<file path="config.mk">
export PLATFORM = sky130hd
export DESIGN_NAME = tdc_trace_capture_flat
export DESIGN_NICKNAME = d
export VERILOG_FILES = /design/src/rtl/tdc_pkg.sv /design/src/rtl/tdc_trace_capture_if.sv /design/src/rtl/tdc_popcount.sv /design/src/rtl/tdc_trace_capture.sv /design/src/flat_wrapper.sv
export SDC_FILE = /design/constraint.sdc
export NUM_CORES = 2
export LEC_CHECK = 0
export CORE_MARGIN = 5
export CORE_UTILIZATION = 50
export DETAILED_ROUTE_END_ITERATION = 16
export GPL_ROUTABILITY_DRIVEN = 0
export PLACE_DENSITY = 0.76
export SYNTH_ARGS = -nofsm -noshare
export SYNTH_HDL_FRONTEND = slang
export SYNTH_SLANG_ARGS = --single-unit
export TNS_END_PERCENT = 20
</file>
<file path="constraint.sdc">
create_clock -name clk -period 7.24 [get_ports clk]
set_clock_uncertainty 0.2 [all_clocks]
set_input_delay 0.724 -clock clk [delete_from_list [all_inputs] [get_ports clk]]
set_output_delay 0.724 -clock clk [all_outputs]
set_load 0.03 [all_outputs]
</file>
<file path="src/rtl/tdc_pkg.sv">
// tdc_pkg -- shared definitions for the TDC trace-capture block.
//   tdc_state_e   : capture FSM states (IDLE, ARMED, CAPTURE, DONE)
//   TDC_N_DEF     : default carry-chain length (thermometer width)
//   TDC_DEPTH_DEF : default trace buffer depth (power of two)
//   TDC_PIPE_LAT  : decode pipeline latency in clk cycles
//   TDC_GROUP     : bits per partial popcount group
package tdc_pkg;

    typedef enum logic [1:0] {
        ST_IDLE    = 2'd0,
        ST_ARMED   = 2'd1,
        ST_CAPTURE = 2'd2,
        ST_DONE    = 2'd3
    } tdc_state_e;

    localparam int TDC_N_DEF     = 128;
    localparam int TDC_DEPTH_DEF = 256;
    localparam int TDC_PIPE_LAT  = 3;
    localparam int TDC_GROUP     = 8;

endpackage

</file>
<file path="src/rtl/tdc_trace_capture_if.sv">
// tdc_trace_capture_if -- bus between the TDC capture block and its user.
//   master : drives therm, arm, trigger, rd_addr; observes decode, status,
//            trace read data and min/max.
//   slave  : the capture block itself.
interface tdc_trace_capture_if
    import tdc_pkg::*;
#(
    parameter int N     = TDC_N_DEF,
    parameter int DEPTH = TDC_DEPTH_DEF
) ();
    localparam int W  = $clog2(N + 1);
    localparam int AW = $clog2(DEPTH);

    logic [N-1:0]  therm;
    logic          arm;
    logic          trigger;
    logic [W-1:0]  code;
    logic          code_valid;
    logic          busy;
    logic          done;
    logic [AW-1:0] rd_addr;
    logic [W-1:0]  rd_data;
    logic [W-1:0]  code_min;
    logic [W-1:0]  code_max;

    modport master (
        output therm, arm, trigger, rd_addr,
        input  code, code_valid, busy, done, rd_data, code_min, code_max
    );

    modport slave (
        input  therm, arm, trigger, rd_addr,
        output code, code_valid, busy, done, rd_data, code_min, code_max
    );
endinterface

</file>
<file path="src/rtl/tdc_popcount.sv">
// tdc_popcount -- two registered stages of a thermometer population count.
//   Stage 1: per-group counts of TDC_GROUP bits. Stage 2: sum of the groups.
//   Plain adders only, so bubbles in the thermometer code are counted
//   rather than truncating the result.
// Ports: clk, clr (sync, active high), din [N], count [W] (registered).
module tdc_popcount
    import tdc_pkg::*;
#(
    parameter int N = TDC_N_DEF,
    parameter int W = $clog2(N + 1)
) (
    input  logic         clk,
    input  logic         clr,
    input  logic [N-1:0] din,
    output logic [W-1:0] count
);
    localparam int GS = TDC_GROUP;
    localparam int NG = (N + GS - 1) / GS;
    localparam int NP = NG * GS;
    localparam int PW = $clog2(GS + 1);

    logic [NP-1:0]    din_pad_s;
    logic [NP-1:0]    din_tmp_s;
    logic [PW-1:0]    acc_s;
    logic [NG*PW-1:0] part_s;
    logic [NG*PW-1:0] part_r;
    logic [NG*PW-1:0] part_tmp_s;
    logic [W-1:0]     sum_s;
    logic [W-1:0]     count_r;

    if (NP == N) begin : g_nopad
        assign din_pad_s = din;
    end else begin : g_pad
        assign din_pad_s = {{(NP - N){1'b0}}, din};
    end

    // Per-group counts; group 0 ends up in the lowest slice of part_s.
    always_comb begin
        din_tmp_s = din_pad_s;
        part_s    = {(NG * PW){1'b0}};
        acc_s     = {PW{1'b0}};
        for (int g = 0; g < NG; g++) begin
            acc_s = {PW{1'b0}};
            for (int b = 0; b < GS; b++) begin
                acc_s     = acc_s + {{(PW - 1){1'b0}}, din_tmp_s[0]};
                din_tmp_s = din_tmp_s >> 1;
            end
            part_s = {acc_s, part_s[NG*PW-1:PW]};
        end
    end

    // Sum of all group counts, widened to W before adding.
    always_comb begin
        part_tmp_s = part_r;
        sum_s      = {W{1'b0}};
        for (int g = 0; g < NG; g++) begin
            sum_s      = sum_s + {{(W - PW){1'b0}}, part_tmp_s[PW-1:0]};
            part_tmp_s = part_tmp_s >> PW;
        end
    end

    // Pipeline registers for partial sums and final count.
    always_ff @(posedge clk) begin
        if (clr) begin
            part_r  <= {(NG * PW){1'b0}};
            count_r <= {W{1'b0}};
        end else begin
            part_r  <= part_s;
            count_r <= sum_s;
        end
    end

    assign count = count_r;
endmodule

</file>
<file path="src/rtl/tdc_trace_capture.sv">
// tdc_trace_capture -- TDC thermometer decoder with triggered trace capture.
//   Decodes one thermometer sample per clk (3-cycle popcount pipeline) and,
//   once armed, stores DEPTH consecutive codes starting with the sample
//   taken in the trigger cycle.
// Ports: clk, clr (sync active-high reset), bus (tdc_trace_capture_if.slave:
//   therm, arm, trigger, rd_addr in; code, code_valid, busy, done, rd_data,
//   code_min, code_max out).
// Optional: define TDC_CAPTURE_MINMAX_EN to track min/max of each capture;
//   otherwise code_min/code_max are tied to 0.
module tdc_trace_capture
    import tdc_pkg::*;
#(
    parameter int N     = TDC_N_DEF,
    parameter int W     = $clog2(N + 1),
    parameter int DEPTH = TDC_DEPTH_DEF
) (
    input  logic                clk,
    input  logic                clr,
    tdc_trace_capture_if.slave  bus
);
    localparam int            AW        = $clog2(DEPTH);
    localparam logic [AW-1:0] LAST_ADDR = AW'(DEPTH - 1);
    localparam logic [AW-1:0] ADDR_ONE  = AW'(1);

    logic [N-1:0]            therm_r;
    logic [W-1:0]            code_s;
    logic [TDC_PIPE_LAT-1:0] valid_sr_r;
    logic [TDC_PIPE_LAT-1:0] trig_sr_r;
    tdc_state_e              state_r;
    logic [AW-1:0]           wr_ptr_r;
    logic                    busy_r;
    logic                    done_r;
    logic [W-1:0]            rd_data_r;
    logic [W-1:0]            mem_r [DEPTH];
    logic                    start_s;
    logic                    wr_en_s;

    // Input register: first decode stage.
    always_ff @(posedge clk) begin
        if (clr) begin
            therm_r <= {N{1'b0}};
        end else begin
            therm_r <= bus.therm;
        end
    end

    tdc_popcount #(.N(N), .W(W)) u_popcount (
        .clk   (clk),
        .clr   (clr),
        .din   (therm_r),
        .count (code_s)
    );

    // Valid and trigger delay lines matched to the decode latency. A trigger
    // only enters the line while ARMED, so a trigger seen in IDLE (even in
    // the arming cycle) or in DONE can never start a capture later.
    always_ff @(posedge clk) begin
        if (clr) begin
            valid_sr_r <= {TDC_PIPE_LAT{1'b0}};
            trig_sr_r  <= {TDC_PIPE_LAT{1'b0}};
        end else begin
            valid_sr_r <= {valid_sr_r[TDC_PIPE_LAT-2:0], 1'b1};
            trig_sr_r  <= {trig_sr_r[TDC_PIPE_LAT-2:0],
                           bus.trigger && (state_r == ST_ARMED)};
        end
    end

    // Capture start and buffer write enable; clr blocks the write at once.
    always_comb begin
        start_s = (state_r == ST_ARMED) && trig_sr_r[TDC_PIPE_LAT-1];
        if (clr) begin
            wr_en_s = 1'b0;
        end else begin
            wr_en_s = start_s || (state_r == ST_CAPTURE);
        end
    end

    // Capture FSM with registered busy/done. wr_ptr is 0 whenever ARMED, so
    // the first sample lands at address 0.
    always_ff @(posedge clk) begin
        if (clr) begin
            state_r  <= ST_IDLE;
            wr_ptr_r <= {AW{1'b0}};
            busy_r   <= 1'b0;
            done_r   <= 1'b0;
        end else begin
            case (state_r)
                ST_IDLE: begin
                    if (bus.arm) begin
                        state_r  <= ST_ARMED;
                        wr_ptr_r <= {AW{1'b0}};
                        busy_r   <= 1'b1;
                        done_r   <= 1'b0;
                    end
                end
                ST_ARMED: begin
                    if (start_s) begin
                        state_r  <= ST_CAPTURE;
                        wr_ptr_r <= ADDR_ONE;
                    end
                end
                ST_CAPTURE: begin
                    if (wr_ptr_r == LAST_ADDR) begin
                        state_r  <= ST_DONE;
                        wr_ptr_r <= {AW{1'b0}};
                        busy_r   <= 1'b0;
                        done_r   <= 1'b1;
                    end else begin
                        wr_ptr_r <= wr_ptr_r + ADDR_ONE;
                    end
                end
                ST_DONE: begin
                    if (bus.arm) begin
                        state_r  <= ST_ARMED;
                        wr_ptr_r <= {AW{1'b0}};
                        busy_r   <= 1'b1;
                        done_r   <= 1'b0;
                    end
                end
                default: begin
                    state_r  <= ST_IDLE;
                    wr_ptr_r <= {AW{1'b0}};
                    busy_r   <= 1'b0;
                    done_r   <= 1'b0;
                end
            endcase
        end
    end

    // Trace buffer write port; deliberately not reset so data survives clr.
    always_ff @(posedge clk) begin
        if (wr_en_s) begin
            mem_r[wr_ptr_r] <= code_s;
        end
    end

    // Registered read port (read-before-write on an address collision).
    always_ff @(posedge clk) begin
        if (clr) begin
            rd_data_r <= {W{1'b0}};
        end else begin
            rd_data_r <= mem_r[bus.rd_addr];
        end
    end

`ifdef TDC_CAPTURE_MINMAX_EN
    logic [W-1:0] min_r;
    logic [W-1:0] max_r;

    // Extremes of the current capture; held through DONE until next start.
    always_ff @(posedge clk) begin
        if (clr) begin
            min_r <= {W{1'b0}};
            max_r <= {W{1'b0}};
        end else if (start_s) begin
            min_r <= code_s;
            max_r <= code_s;
        end else if (state_r == ST_CAPTURE) begin
            if (code_s < min_r) begin
                min_r <= code_s;
            end
            if (code_s > max_r) begin
                max_r <= code_s;
            end
        end
    end

    assign bus.code_min = min_r;
    assign bus.code_max = max_r;
`else
    assign bus.code_min = {W{1'b0}};
    assign bus.code_max = {W{1'b0}};
`endif

    assign bus.code       = code_s;
    assign bus.code_valid = valid_sr_r[TDC_PIPE_LAT-1];
    assign bus.busy       = busy_r;
    assign bus.done       = done_r;
    assign bus.rd_data    = rd_data_r;
endmodule
</file>
<file path="src/flat_wrapper.sv">
// flat-port wrapper written by rule: the top's interface ports become plain ports
module tdc_trace_capture_flat import tdc_pkg::*;
#(
    parameter int N     = TDC_N_DEF,
    parameter int W     = $clog2(N + 1),
    parameter int DEPTH = TDC_DEPTH_DEF
)
  (clk, clr, bus_therm, bus_arm, bus_trigger, bus_rd_addr, bus_code, bus_code_valid, bus_busy, bus_done, bus_rd_data, bus_code_min, bus_code_max);
  tdc_trace_capture_if #(.N(N), .DEPTH(DEPTH)) bus_i ();
  input  logic clk;
  input  logic clr;
  input wire logic [$bits(bus_i.therm)-1:0] bus_therm;
  input wire logic [$bits(bus_i.arm)-1:0] bus_arm;
  input wire logic [$bits(bus_i.trigger)-1:0] bus_trigger;
  input wire logic [$bits(bus_i.rd_addr)-1:0] bus_rd_addr;
  output wire logic [$bits(bus_i.code)-1:0] bus_code;
  output wire logic [$bits(bus_i.code_valid)-1:0] bus_code_valid;
  output wire logic [$bits(bus_i.busy)-1:0] bus_busy;
  output wire logic [$bits(bus_i.done)-1:0] bus_done;
  output wire logic [$bits(bus_i.rd_data)-1:0] bus_rd_data;
  output wire logic [$bits(bus_i.code_min)-1:0] bus_code_min;
  output wire logic [$bits(bus_i.code_max)-1:0] bus_code_max;
  assign bus_i.therm = bus_therm;
  assign bus_i.arm = bus_arm;
  assign bus_i.trigger = bus_trigger;
  assign bus_i.rd_addr = bus_rd_addr;
  assign bus_code = bus_i.code;
  assign bus_code_valid = bus_i.code_valid;
  assign bus_busy = bus_i.busy;
  assign bus_done = bus_i.done;
  assign bus_rd_data = bus_i.rd_data;
  assign bus_code_min = bus_i.code_min;
  assign bus_code_max = bus_i.code_max;
  tdc_trace_capture #(.N(N), .W(W), .DEPTH(DEPTH)) u_core (.clk(clk), .clr(clr), .bus(bus_i));
endmodule
</file>
==> impl_metrics.toml <==
[sta]
grt_setup_unrepaired = "false"
max_freq_mhz = 174
fin_setup_tns_ps = 0
drv_slew = 0
finalCriticalPeriod_ps = 5740
hold_violations = 0
holdWs_ps = 174
fin_crit_sh = 0.793
maxSlewHeadroom = 0.0609
fin_ws_ps = 1500
worstMarginPinSlew_ps = 1390
setup_viol = 0

[power_and_ir_drop]
p_seq_frac = 0.505
pwr-share-clk = 0.364
switchingPower_mw = 7.74
power.internal_mw = 22.8
leakage_nw = 33.4
p_sw_frac = 0.253
peakVddDrop_v = 0.000408
comb_power_share = 0.131
power_density_nw_per_um2 = 300

[placement]
dp_hpwl_um = 145000
io_buffers = 158
dp_slack_ps = 1480

[die]
dieArea_sq_um = 191000
fp.dieW_um = 437
fp-row-count = 156
pin_count = 175
start_util = 0.504
core_area_sq_um = 181000
die_y_um = 437

[routing]
via_per_inst = 6.27
ant_nets = 0
drt-initial-drc-count = 6444
drc = 0
vias = 48500
dr.pass1.iters = 7
routed_wl_um = 232000
wl_per_cell_um = 30.0

[clock_tree]
cts_resized = 0
clkLatencyLatePin_ps = 860
cts_made_buffers = 214
cts_root_buffer = "clkbuf_16"
clk_path_buf_depth = 3
cts_tree = "yes"
cts.htree.levels = 4
hold_buffers = 0
cts.sinks = 2274
clkSlewWorstSetupHoldPaths_ps = 60
postCtsSetupRepairBufs = 0

[synth]
synth-xor-area-share = 0.00259
muxShareOfSynthArea = 0.126
synthSimpleGateAreaFrac = 0.0426
synth_cell_types = 78
synth-seq-cells = 2274
yosysWarnings = 0
async_flop_share = 0
synth_top_family_by_area = "multiplexers"
synth-main-ff-cell = "edfxtp_1"
synth_adder_area_share = 0.0353
synth_seq_area_share = 0.723
synth.avg_cell_area_sq_um = 18.3
syn_inst = 4991
netlist_area_sq_um = 91300
synth_compound_area_frac = 0.0381
synth-edff-count = 2048

[setup_path]
crit_required_ps = 7730
reg2reg_depth = 20
crit_fanout = 2
crit_type = "reg -> reg"
cp-end-kind = "flop"
cp.arrival_ps = 6240
crit_path_start_kind = "flop"

[global_route]
gr-total-overflow = 0
grt_pass1_wl_um = 335000
antenna_found_initial = 5
track_usage = 0.240
grt_max_degree = 170
grt_pass1_vias = 48200

[hold_path]
hold_path.class = "in -> reg"
min_path_cells = 2

[final_layout]
nets = 5514
mostFrequentLayoutCells = "2048 x edfxtp_1, 357 x nor2_1, 348 x mux2i_1"
area_delta_synth_final_pct = 11.5
drive_gt1_frac = 0.136
final_common_cell = "edfxtp_1"
fill_cells = 13200

[run_status]
status = "complete, no violations"

[run]
drv_cap = 0
kinds of logic after synthesis:
group | Yosys count
compound gates | 490
xor+xnor | 27
fa+ha+maj | 189
buf+inv | 512
flops | 2274
mux | 690
other cells | 1
simple gates | 808
Yosys cell counts, types with 39 or more instances:
| master | number | area (sq um) |
|---|---|---|
| buf_4 | 53 | 398 |
| o21ai_0 | 51 | 255 |
| o221ai_1 | 67 | 587 |
| clkbuf_1 | 110 | 413 |
| ha_1 | 75 | 938 |
| nor3_1 | 45 | 225 |
| inv_1 | 223 | 837 |
| dfxtp_1 | 226 | 4520 |
| mux4_1 | 85 | 2230 |
| mux2i_1 | 348 | 3480 |
| a22oi_1 | 88 | 661 |
| o22ai_1 | 82 | 513 |
| mux4_2 | 254 | 5720 |
| nand3_1 | 45 | 225 |
| nand2_1 | 89 | 334 |
| fa_1 | 114 | 2280 |
| edfxtp_1 | 2048 | 61500 |
| nor2_1 | 359 | 1350 |
| buf_2 | 39 | 195 |
| nor2b_1 | 168 | 1050 |
| a21oi_1 | 79 | 395 |
power groups by stage:
stage	Sequential, mW	Combinational (mW)	Clock (mW)
5_1_grt	15.4	4.48	11.8
3_3_place_gp	15.7	3.89	0
6_report	15.4	4.00	11.1
2_1_floorplan	16.2	2.17	0
3_5_place_dp	15.7	3.99	0
4_1_cts	15.4	4.01	11.2
final timing paths:
path / from / endpoint / slack (ps)
worst max-delay path: u_core.u_popcount.part_r[0]$_SDFF_PP0_ / u_core.u_popcount.count[6]$_SDFF_PP0_ / 1500
worst min-delay path: clr / u_core.bus.done$_SDFFE_PP0P_ / 170
worst max register to register: u_core.u_popcount.part_r[0]$_SDFF_PP0_ / u_core.u_popcount.count[6]$_SDFF_PP0_ / 1500
worst min register to register: u_core.trig_sr_r[1]$_SDFF_PP0_ / u_core.trig_sr_r[2]$_SDFF_PP0_ / 240
metrics by stage:
step	utilization	std cells	instance area [sq um]	total power, mW
3_3_place_gp	0.523	7338	94700	19.6
5_1_grt	0.562	7741	102000	31.7
6_report	0.562	7742	102000	30.6
4_1_cts	0.562	7740	102000	30.7
2_1_floorplan	-	5006	91300	18.4
3_5_place_dp	0.523	7339	94700	19.7
registers in the layout (all words and copies together) (netlist names), 3 cells and up:
name	cells
u_core.therm_r	128
u_core.trig_sr_r	3
u_core.wr_ptr_r	8
u_core.mem_r	2048
u_core.bus.rd_data	8
u_core.u_popcount.count	8
u_core.u_popcount.part_r	64
u_core.valid_sr_r	3
layer usage:
layer | share of wire | GRT usage | vias to the layer above
met1 | 0.36 | 0.318 | 24800
li1 | - | - | 20000
met3 | 0.11 | 0.0618 | 600
met4 | 0.061 | 0.126 | 2
met2 | 0.46 | 0.368 | 3155
met5 | 0.000056 | 0 | -
worst max-delay path, stage by stage (launching register included):
cell and delay, ps:
dfxtp_1 300, ha_1 220, fa_1 400, xor2_1 170, fa_1 480, inv_1 50
fa_1 480, inv_1 50, fa_1 450, fa_1 500, inv_1 50, fa_1 470
inv_1 50, fa_1 440, ha_1 230, fa_1 460, a21oi_1 180, nor2_1 60
nor2_1 140, xor2_1 160, nor2_1 50
final cells by class:
type	instances	area, sq um	share of cell area
clock buffer	261	5620	0.0552
antenna	2	5.00	0.0000492
inverter	224	842	0.00827
tap	2370	2970	0.0291
clock inverter	140	1420	0.0140
timing repair buffer	251	2440	0.0239
sequential	2274	66100	0.649
multi-input combinational	2220	22400	0.220
Note: power is estimated with default switching activity, not from simulation.
